## config.mk

```make
export PLATFORM = sky130hd
export DESIGN_NAME = mot_comm_seq
export DESIGN_NICKNAME = d
export VERILOG_FILES = /design/src/rtl/mot_comm_seq.sv
export SDC_FILE = /design/constraint.sdc
export NUM_CORES = 1
export LEC_CHECK = 0
export ABC_AREA = 1
export CORE_ASPECT_RATIO = 1.1
export CORE_UTILIZATION = 45
export DETAILED_ROUTE_END_ITERATION = 8
export PLACE_DENSITY = 0.66
export SLEW_MARGIN = 30
export SYNTH_ARGS = -nofsm -noshare
export SYNTH_HDL_FRONTEND = slang
export SYNTH_SLANG_ARGS = --single-unit
```

## constraint.sdc

```tcl
create_clock -name MOT_CLK -period 3.4 [get_ports MOT_CLK]
set_clock_uncertainty 0.2 [all_clocks]
set_input_delay 0.85 -clock MOT_CLK [delete_from_list [all_inputs] [get_ports MOT_CLK]]
set_output_delay 0.85 -clock MOT_CLK [all_outputs]
set_load 0.005 [all_outputs]
```

## src/rtl/mot_comm_seq.sv

```systemverilog
// Commutation sequencer: steps through a gate-pattern table on step-strobe falls,
// with break-before-make dead time, PWM chopping of high-side gates, brake and stall fault.
module mot_comm_seq #(
  parameter int unsigned      N_CH      = 6,
  parameter int unsigned      N_STEP    = 6,
  parameter int unsigned      DEAD_CYC  = 8,
  parameter int unsigned      STALL_CYC = 32'd3_200_000,
  parameter logic [N_CH-1:0]  HS_MASK   = 6'b101010,
  parameter logic [N_CH-1:0]  BRAKE_PAT = 6'b010101,
  localparam int unsigned     IW        = $clog2(N_STEP)
) (
  input  logic            MOT_CLK,
  input  logic            MOT_RST,
  input  logic            step_in,
  input  logic            pwm_in,
  input  logic            en,
  input  logic            dir,
  input  logic            brake,
  input  logic            tbl_we,
  input  logic [IW-1:0]   tbl_addr,
  input  logic [N_CH-1:0] tbl_wdata,
  output logic [N_CH-1:0] mot_pwm_out,
  output logic [IW-1:0]   step_idx,
  output logic [2:0]      state_o,
  output logic            stall_flt
);

  localparam int unsigned DW = (DEAD_CYC > 1) ? $clog2(DEAD_CYC) : 1;
  localparam int unsigned SW = 32;

  localparam logic [2:0] S_IDLE  = 3'd0;
  localparam logic [2:0] S_DEAD  = 3'd1;
  localparam logic [2:0] S_DRIVE = 3'd2;
  localparam logic [2:0] S_BRAKE = 3'd3;
  localparam logic [2:0] S_FAULT = 3'd4;

  logic            step_s1_q, step_s2_q, step_s3_q;
  logic            pwm_s1_q, pwm_s2_q;
  logic [2:0]      st_q, st_d;
  logic [IW-1:0]   idx_q, idx_d;
  logic [DW-1:0]   dead_cnt_q, dead_cnt_d;
  logic [SW-1:0]   stall_cnt_q, stall_cnt_d;
  logic [N_CH-1:0] out_q, out_d;
  logic            flt_q;
  logic [N_CH-1:0] tbl_q [N_STEP];

  logic            step_edge_c;
  logic            run_c;
  logic            stall_hit_c;
  logic            dead_done_c;
  logic [IW-1:0]   idx_adv_c;
  logic [2:0]      dead_tgt_c;

  // Power-on commutation table for the standard 6-channel, 6-step drive.
  function automatic logic [N_CH-1:0] tbl_default(input int unsigned i);
    logic [5:0] p;
    case (i)
      0:       p = 6'b100110;
      1:       p = 6'b100101;
      2:       p = 6'b101001;
      3:       p = 6'b011001;
      4:       p = 6'b011010;
      5:       p = 6'b010110;
      default: p = 6'b000000;
    endcase
    if (N_CH == 6 && N_STEP == 6) return N_CH'(p);
    return '0;
  endfunction

  // Two-flop synchronisers plus a delay stage for falling-edge detection.
  always_ff @(posedge MOT_CLK or posedge MOT_RST) begin
    if (MOT_RST) begin
      step_s1_q <= 1'b1;
      step_s2_q <= 1'b1;
      step_s3_q <= 1'b1;
      pwm_s1_q  <= 1'b0;
      pwm_s2_q  <= 1'b0;
    end else begin
      step_s1_q <= step_in;
      step_s2_q <= step_s1_q;
      step_s3_q <= step_s2_q;
      pwm_s1_q  <= pwm_in;
      pwm_s2_q  <= pwm_s1_q;
    end
  end

  always_ff @(posedge MOT_CLK or posedge MOT_RST) begin
    if (MOT_RST) begin
      for (int unsigned i = 0; i < N_STEP; i++) tbl_q[i] <= tbl_default(i);
    end else if (tbl_we && (32'(tbl_addr) < N_STEP)) begin
      tbl_q[tbl_addr] <= tbl_wdata;
    end
  end

  always_ff @(posedge MOT_CLK or posedge MOT_RST) begin
    if (MOT_RST) begin
      st_q        <= S_IDLE;
      idx_q       <= '0;
      dead_cnt_q  <= '0;
      stall_cnt_q <= '0;
      out_q       <= '0;
      flt_q       <= 1'b0;
    end else begin
      st_q        <= st_d;
      idx_q       <= idx_d;
      dead_cnt_q  <= dead_cnt_d;
      stall_cnt_q <= stall_cnt_d;
      out_q       <= out_d;
      flt_q       <= (st_d == S_FAULT);
    end
  end

  always_comb begin
    st_d        = st_q;
    idx_d       = idx_q;
    dead_cnt_d  = '0;
    stall_cnt_d = '0;
    out_d       = '0;

    step_edge_c = step_s3_q & ~step_s2_q;
    run_c       = (st_q == S_DEAD) || (st_q == S_DRIVE);
    stall_hit_c = (STALL_CYC != 0) && run_c && (stall_cnt_q == STALL_CYC - 32'd1);
    dead_done_c = (dead_cnt_q == DW'(DEAD_CYC - 1));

    if (dir) idx_adv_c = (idx_q == IW'(N_STEP - 1)) ? '0 : idx_q + IW'(1);
    else     idx_adv_c = (idx_q == '0) ? IW'(N_STEP - 1) : idx_q - IW'(1);

    // With no dead time the all-off phase collapses straight into its successor.
    if (DEAD_CYC == 0) dead_tgt_c = brake ? S_BRAKE : S_DRIVE;
    else               dead_tgt_c = S_DEAD;

    if (!en) begin
      st_d = S_IDLE;
    end else if (stall_hit_c) begin
      st_d = S_FAULT;
    end else begin
      case (st_q)
        S_IDLE:  st_d = dead_tgt_c;
        S_DEAD: begin
          if (step_edge_c)      idx_d = idx_adv_c;
          else if (dead_done_c) st_d  = brake ? S_BRAKE : S_DRIVE;
        end
        S_DRIVE: begin
          if (brake) begin
            st_d = dead_tgt_c;
          end else if (step_edge_c) begin
            idx_d = idx_adv_c;
            st_d  = dead_tgt_c;
          end
        end
        S_BRAKE: if (!brake) st_d = dead_tgt_c;
        S_FAULT: st_d = S_FAULT;
        default: st_d = S_IDLE;
      endcase
    end

    // Dead counter restarts on every entry to DEAD and on each step inside it.
    if ((st_q == S_DEAD) && (st_d == S_DEAD) && !step_edge_c)
      dead_cnt_d = dead_cnt_q + DW'(1);

    if ((STALL_CYC != 0) && run_c && ((st_d == S_DEAD) || (st_d == S_DRIVE)) && !step_edge_c)
      stall_cnt_d = stall_cnt_q + 32'd1;

    case (st_d)
      S_DRIVE: out_d = tbl_q[idx_d] & ~(HS_MASK & {N_CH{~pwm_s2_q}});
      S_BRAKE: out_d = BRAKE_PAT;
      default: out_d = '0;
    endcase
  end

  assign mot_pwm_out = out_q;
  assign step_idx    = idx_q;
  assign state_o     = st_q;
  assign stall_flt   = flt_q;

endmodule

```

==> results_dict.tcl <==
set metrics [dict create \
    synth_top_area_share_pct 36.5 \
    arrival_ns 2.84 \
    start_kind "input port" \
    drtIter0Drc 212 \
    netlist_top_cells_count "nand2_1, nor2_1, dfrtp_1" \
    tightest_slew_ns 0.602 \
    antenna_left 0 \
    finalHoldViolCount 0 \
    numCtsBuffers 9 \
    cp_cell_sequence "clkdlybuf4s50_1 > inv_1 > nand4_1 > nand3_1 > nand2_1 > o211ai_1 > nor2_1 > nand2_1 > nand2_1 > nand3_2 > buf_4 > nor3b_1" \
    area_delta_synth_final_pct 13.1 \
    stdcell_area_mm2 0.00527 \
    pwr_density_cell_mw_per_mm2 466 \
    drcViolationCount 0 \
    worstSetupPathType "input port to flip-flop" \
    cts_tree "yes" \
    coreArea_mm2 0.00998 \
    ys_async_sr_fraction_pct 100 \
    pre_cts_slack_ns 0.266 \
    place_congestion 0.828 \
    max_freq_ghz 0.363 \
    grt_max_degree 47 \
    whs_ns 0.170 \
    drv_slew 0 \
    post-cts-setup-buffer-count 0 \
    drive_gt1_share_pct 11.7 \
    gr-total-overflow 0 \
    irDropWorstVdd_uv 257 \
    cts.repair.resized 0 \
    clockBufferDepth 2 \
    routed_wirelength_mm 9.81 \
    cp_slowest_cell "clkdlybuf4s50_1" \
    viasPerCell 5.07 \
    tns_ns 0 \
    synth_fp_nets 607 \
    cts-root-buf "clkbuf_8" \
    yosysUniqueCellTypes 38 \
    io_buffers 29 \
    cp_common_cell "nand2_1" \
    post_drt_wl_per_cell_um 13.2 \
    htree_levels 3 \
    dp_cells 727 \
    synth_warnings 0 \
    synth_seq_cells 89 \
    worstPathMaxFanout 32 \
    dpl_cell_area_mm2 0.00505 \
    relSlewSlack_pct 59.8 \
    synth_seq_area_share_pct 48.4 \
    io-pin-count 30 \
    grt_usage_pct 20.4 \
    antenna_found_initial 0 \
    ctsHoldBuffers 0 \
    power_leakage_nw 2.39 \
    via_count 3770 \
    yosys-top-cells-area "dfrtp_1, nand2_1, dfstp_2, nor2_1, nand3_1" \
    synth_flop_cell "dfrtp_1" \
    netlist_instances 587 \
    die_w_um 99.0 \
    syn_area_mm2 0.00466 \
    grt_pass1_wl_mm 17.2 \
    setup_violations 0 \
    clk_latency_ns 0.38 \
    hpwlAfterDp_mm 7.05 \
    path_buf_inv 3 \
    grt_pass1_vias 3771 \
    hold_class "flip-flop to flip-flop" \
    synth_edf_count 0 \
    rsz0062_at_grt "no" \
    synth_top_cell_by_area "dfrtp_1" \
    path_delay_family "buffers and inverters" \
    rows 38 \
    cp.required_ns 3.48 \
    avgSynthCellArea_um2 7.93 \
    final.setup.worst_slack_ns 0.643 \
    final_cells 743 \
    finish.utilization_pct 52.8 \
    die_area_mm2 0.0108 \
    fin_crit_ns 2.76 \
    synth_most_common_cell "nand2_1" \
    antenna_cells 0 \
    cp-end-kind "flip-flop" \
    die-height_um 109 \
    nets 638 \
    cts.clk_slew.worst_paths_ns 0.09 \
    slowest_delay_ns 0.57 \
    rrSetupSlack_ns 0.93 \
    clock_sinks 89 \
    fin_crit_sh_pct 81.1 \
    firstDrtPassIters 6 \
    initial_core_util_pct 46.6 \
    status "complete, no violations" \
    maxCapViolations 0 \
    post-layout-total-power_mw 2.45 \
]
area by class of cell:
class | instances | area, um^2
Multi-Input combinational cell | 416 | 2050
Clock inverter | 7 | 93.8
Inverter | 69 | 262
Fill cell | 937 | 4720
Sequential cell | 89 | 2250
Tap cell | 120 | 150
Timing Repair Buffer | 33 | 333
Clock buffer | 9 | 124
worst paths after layout:
check	endpoint	from	depth (start not counted)
worst min-delay path	step_s3_q$_DFF_PP1_	step_s2_q$_DFF_PP1_	0
worst max-delay path	stall_cnt_q[3]$_DFF_PP0_	brake	12
min in group asynchronous	stall_cnt_q[5]$_DFF_PP0_	MOT_RST	2
worst max register to register	mot_pwm_out[2]$_DFF_PP0_	stall_cnt_q[0]$_DFF_PP0_	14
worst min register to register	step_s3_q$_DFF_PP1_	step_s2_q$_DFF_PP1_	0
max in group asynchronous	tbl_q[32]$_DFFE_PP1P_	MOT_RST	3
worst register-to-register path, delay by kind of cell (launching register included):
kind                     cells  cell delay [ns]
flip-flops                   1             0.37
adder cells (fa/ha/maj)      1             0.18
AND/OR/NAND/NOR             13             1.61
kinds of logic (layout without fill, tap and decap cells):
kind of cell / Yosys count / after routing / share of synthesized area (%)
XOR/XNOR: 21 / 21 / 3.95
AND/OR/NAND/NOR: 335 / 335 / 32.5
flip-flops: 89 / 89 / 48.4
AO/OA/AOI/OAI: 57 / 57 / 6.85
adder cells (fa/ha/maj): 3 / 3 / 0.806
buffers and inverters: 82 / 118 / 7.52
per-layer routing:
metal	up-vias	part of all wire [%]	global-route usage (%)
met1	1783	47	26.5
met2	54	48	33.6
met4	0	1.9	9.17
met5	-	0	0
met3	13	3.0	3.53
li1	1920	-	-
cell usage in the layout (no fill, tap or decap), types with 2 or more instances in the layout:
cell and instances:
buf_4 3, o21ai_2 2, nor4_1 5, nand3_2 5, clkinv_2 4, xor2_1 16, nor2_4 2, nor3_1 10
clkinvlp_4 2, inv_1 62, clkdlybuf4s50_1 29, inv_2 5, nand2_2 2, nand2_1 161, xnor2_1 5, o211ai_1 3
nor2_1 77, nand2_4 2, nand4_1 7, nor2_2 3, ha_1 3, nor3b_1 2, a21oi_1 7, dfrtp_1 68
a21boi_0 2, nand3_1 50, nor3_2 4, dfstp_2 21, clkbuf_8 9, o21ai_0 41, bufinv_16 2
power by group:
part	internal (mW)	total, mW	switching (mW)
sequential	1.18	1.24	0.0580
clock	0.414	0.817	0.403
combinational	0.151	0.400	0.249
total	1.74	2.45	0.710
sequential cells by signal, summed over array words and instances, names as in the netlist:
name and count:
tbl_q 36, pwm_s2_q 1, step_s2_q 1, mot_pwm_out 6
step_s3_q 1, dead_cnt_q 3, stall_cnt_q 32, pwm_s1_q 1
state_o 3, stall_flt 1, step_idx 3, step_s1_q 1
Note: power is estimated with default switching activity, not from simulation.
==> RTL edit (same settings) <==
Remove the register `out_q`: a continuous assignment takes its place, so the output `mot_pwm_out` follows one clock earlier.
--- a/src/rtl/mot_comm_seq.sv
+++ b/src/rtl/mot_comm_seq.sv
@@ -100,3 +100,2 @@
       stall_cnt_q <= '0;
-      out_q       <= '0;
       flt_q       <= 1'b0;
@@ -107,3 +106,2 @@
       stall_cnt_q <= stall_cnt_d;
-      out_q       <= out_d;
       flt_q       <= (st_d == S_FAULT);
@@ -111,2 +109,4 @@
   end
+
+  assign out_q = out_d;
 
Check against the original RTL: not equivalent (Yosys sat finds a counterexample within 10 cycles, from zero or initial values and one cycle with MOT_RST high).
==> RTL edit against the unedited design <==
- sequential cell count down 6
- hold slack worse by 10 ps
- via count up 11%
- cell area up 14%
- critical path depth up 1
- area after synthesis down 3.5%
- die area down 3.4%
- total power down 7.3%
- the run now ends with negative setup slack left
- setup slack worse by 670 ps
- synthesized cell count down 1.9%
- wire length up 16%
- critical endpoint is now mot_pwm_out[4]
==> RTL edit: results (changes against the unedited design) <==
Fin Setup TNS: -49.9 ps (-49.9 ps)
DR WL/cell: 14.1 um (+6.5%)
Sequential area share after synthesis: 46.8% (-1.6 points)
Violated checks: negative setup slack
Yosys reg bits: 83 (-6.7%)
GRT Overall Usage: 23.6% (+3.2 points)
R2R Setup Slk: 1000 ps (+70 ps)
Post-Syn Nets: 596 (-1.8%)
Worst-path maximum fanout: 6 (-81%)
Filler Cells Inserted: 796 (-15%)
Reg-to-reg startpoint: dead_cnt_q[0]$_DFF_PP0_
Vias per inst: 5.15 (+1.5%)
Min Hold Slack: 160 ps (-10.3 ps)
Fraction of layout cells with a size suffix above 1: 29.4% (+18 points)
GP Congestion: 0.894 (+8.0%)
Final setup margin: -23.9 ps (-667 ps)
Start point of the critical path: en
Worst-margin pin slew: 456 ps (-146 ps)
Number of global-route vias before repair: 4,323 (+15%)
Synth cell count leaders: nand2_1 (156), nor2_1 (80), dfrtp_1 (62)
Pre-Repair DR Iteration Count: 5 (-1)
Top post-synthesis cells by area: dfrtp_1 (35%), nand2_1 (13%), dfstp_2 (12%)
Status: finished with violations
Setup violators final: 3 (+3)
VDD IR max: 0.246 mV (-4.4%)
==> RTL edit: routing by layer <==
layer	wire length [um]	track usage [%]	up-vias
met5	0	0	-
met4	355	10.4	0
met3	429	3.59	32
met2	5700	40.9	110
met1	4900	29.2	1978
li1	-	-	2052
==> RTL edit: what timing repair did <==
action / 4_1_cts / 5_1_grt
hold buffers: 0 / 0
setup buffers: 14 / 3
gates resized for setup: 83 / 24
cloned: 4 / 0
pin swaps: 25 / 29
endpoints found under the setup margin: 6 / 6
==> RTL edit: worst reg2reg max path: stages, from the launching register on <==
cell	delay, ps
dfrtp_1	390
ha_1	200
ha_1	170
inv_1	50
nor2_1	50
nand3_1	70
nand2_1	60
a31oi_1	240
nand3_1	140
buf_4	150
nor2_1	190
o21ai_2	110
buf_12	170
nor2_1	120
==> RTL edit: final timing paths <==
| check | to | cells after the start |
|---|---|---|
| worst max register to register | stall_cnt_q[6]$_DFF_PP0_ | 13 |
| worst min register to register | pwm_s2_q$_DFF_PP0_ | 0 |
| worst min-delay path | pwm_s2_q$_DFF_PP0_ | 0 |
| min in group asynchronous | stall_cnt_q[24]$_DFF_PP0_ | 2 |
| worst max-delay path | mot_pwm_out[4] | 13 |
| max in group asynchronous | step_s2_q$_DFF_PP1_ | 3 |
==> RTL edit: kinds of logic (layout without fill, tap and decap cells) <==
group	Yosys count	in the layout	share of synthesized area (%)
flip-flops	83	83	46.8
XOR/XNOR	30	30	5.84
AND/OR/NAND/NOR	337	340	33.9
buffers and inverters	75	189	7.07
adder cells (fa/ha/maj)	3	3	0.835
AO/OA/AOI/OAI	48	48	5.59
==> RTL edit: power by group <==
group          switching, mW  internal (mW)  leakage, nW  total [mW]
logic                  0.271          0.198         1.71       0.468
registers             0.0580           1.11         1.05        1.17
clock network          0.374          0.269       0.0783       0.643
total                  0.703           1.57         2.83        2.28
==> RTL edit: area by class of cell <==
cell class                      count  share of cell area [%]
Clock buffer                        9                    2.07
Inverter                           62                    4.07
Multi-Input combinational cell    421                    39.1
Tap cell                          117                    2.44
Sequential cell                    83                    35.1
Timing Repair Buffer              111                    16.4
Clock inverter                      7                   0.877
==> RTL edit: metrics by stage <==
stage | std cells | area (um2)
2_1_floorplan | 576 | 4500
3_3_place_gp | 773 | 5380
3_5_place_dp | 773 | 5380
4_1_cts | 807 | 5860
5_1_grt | 810 | 5990
6_report | 810 | 5990
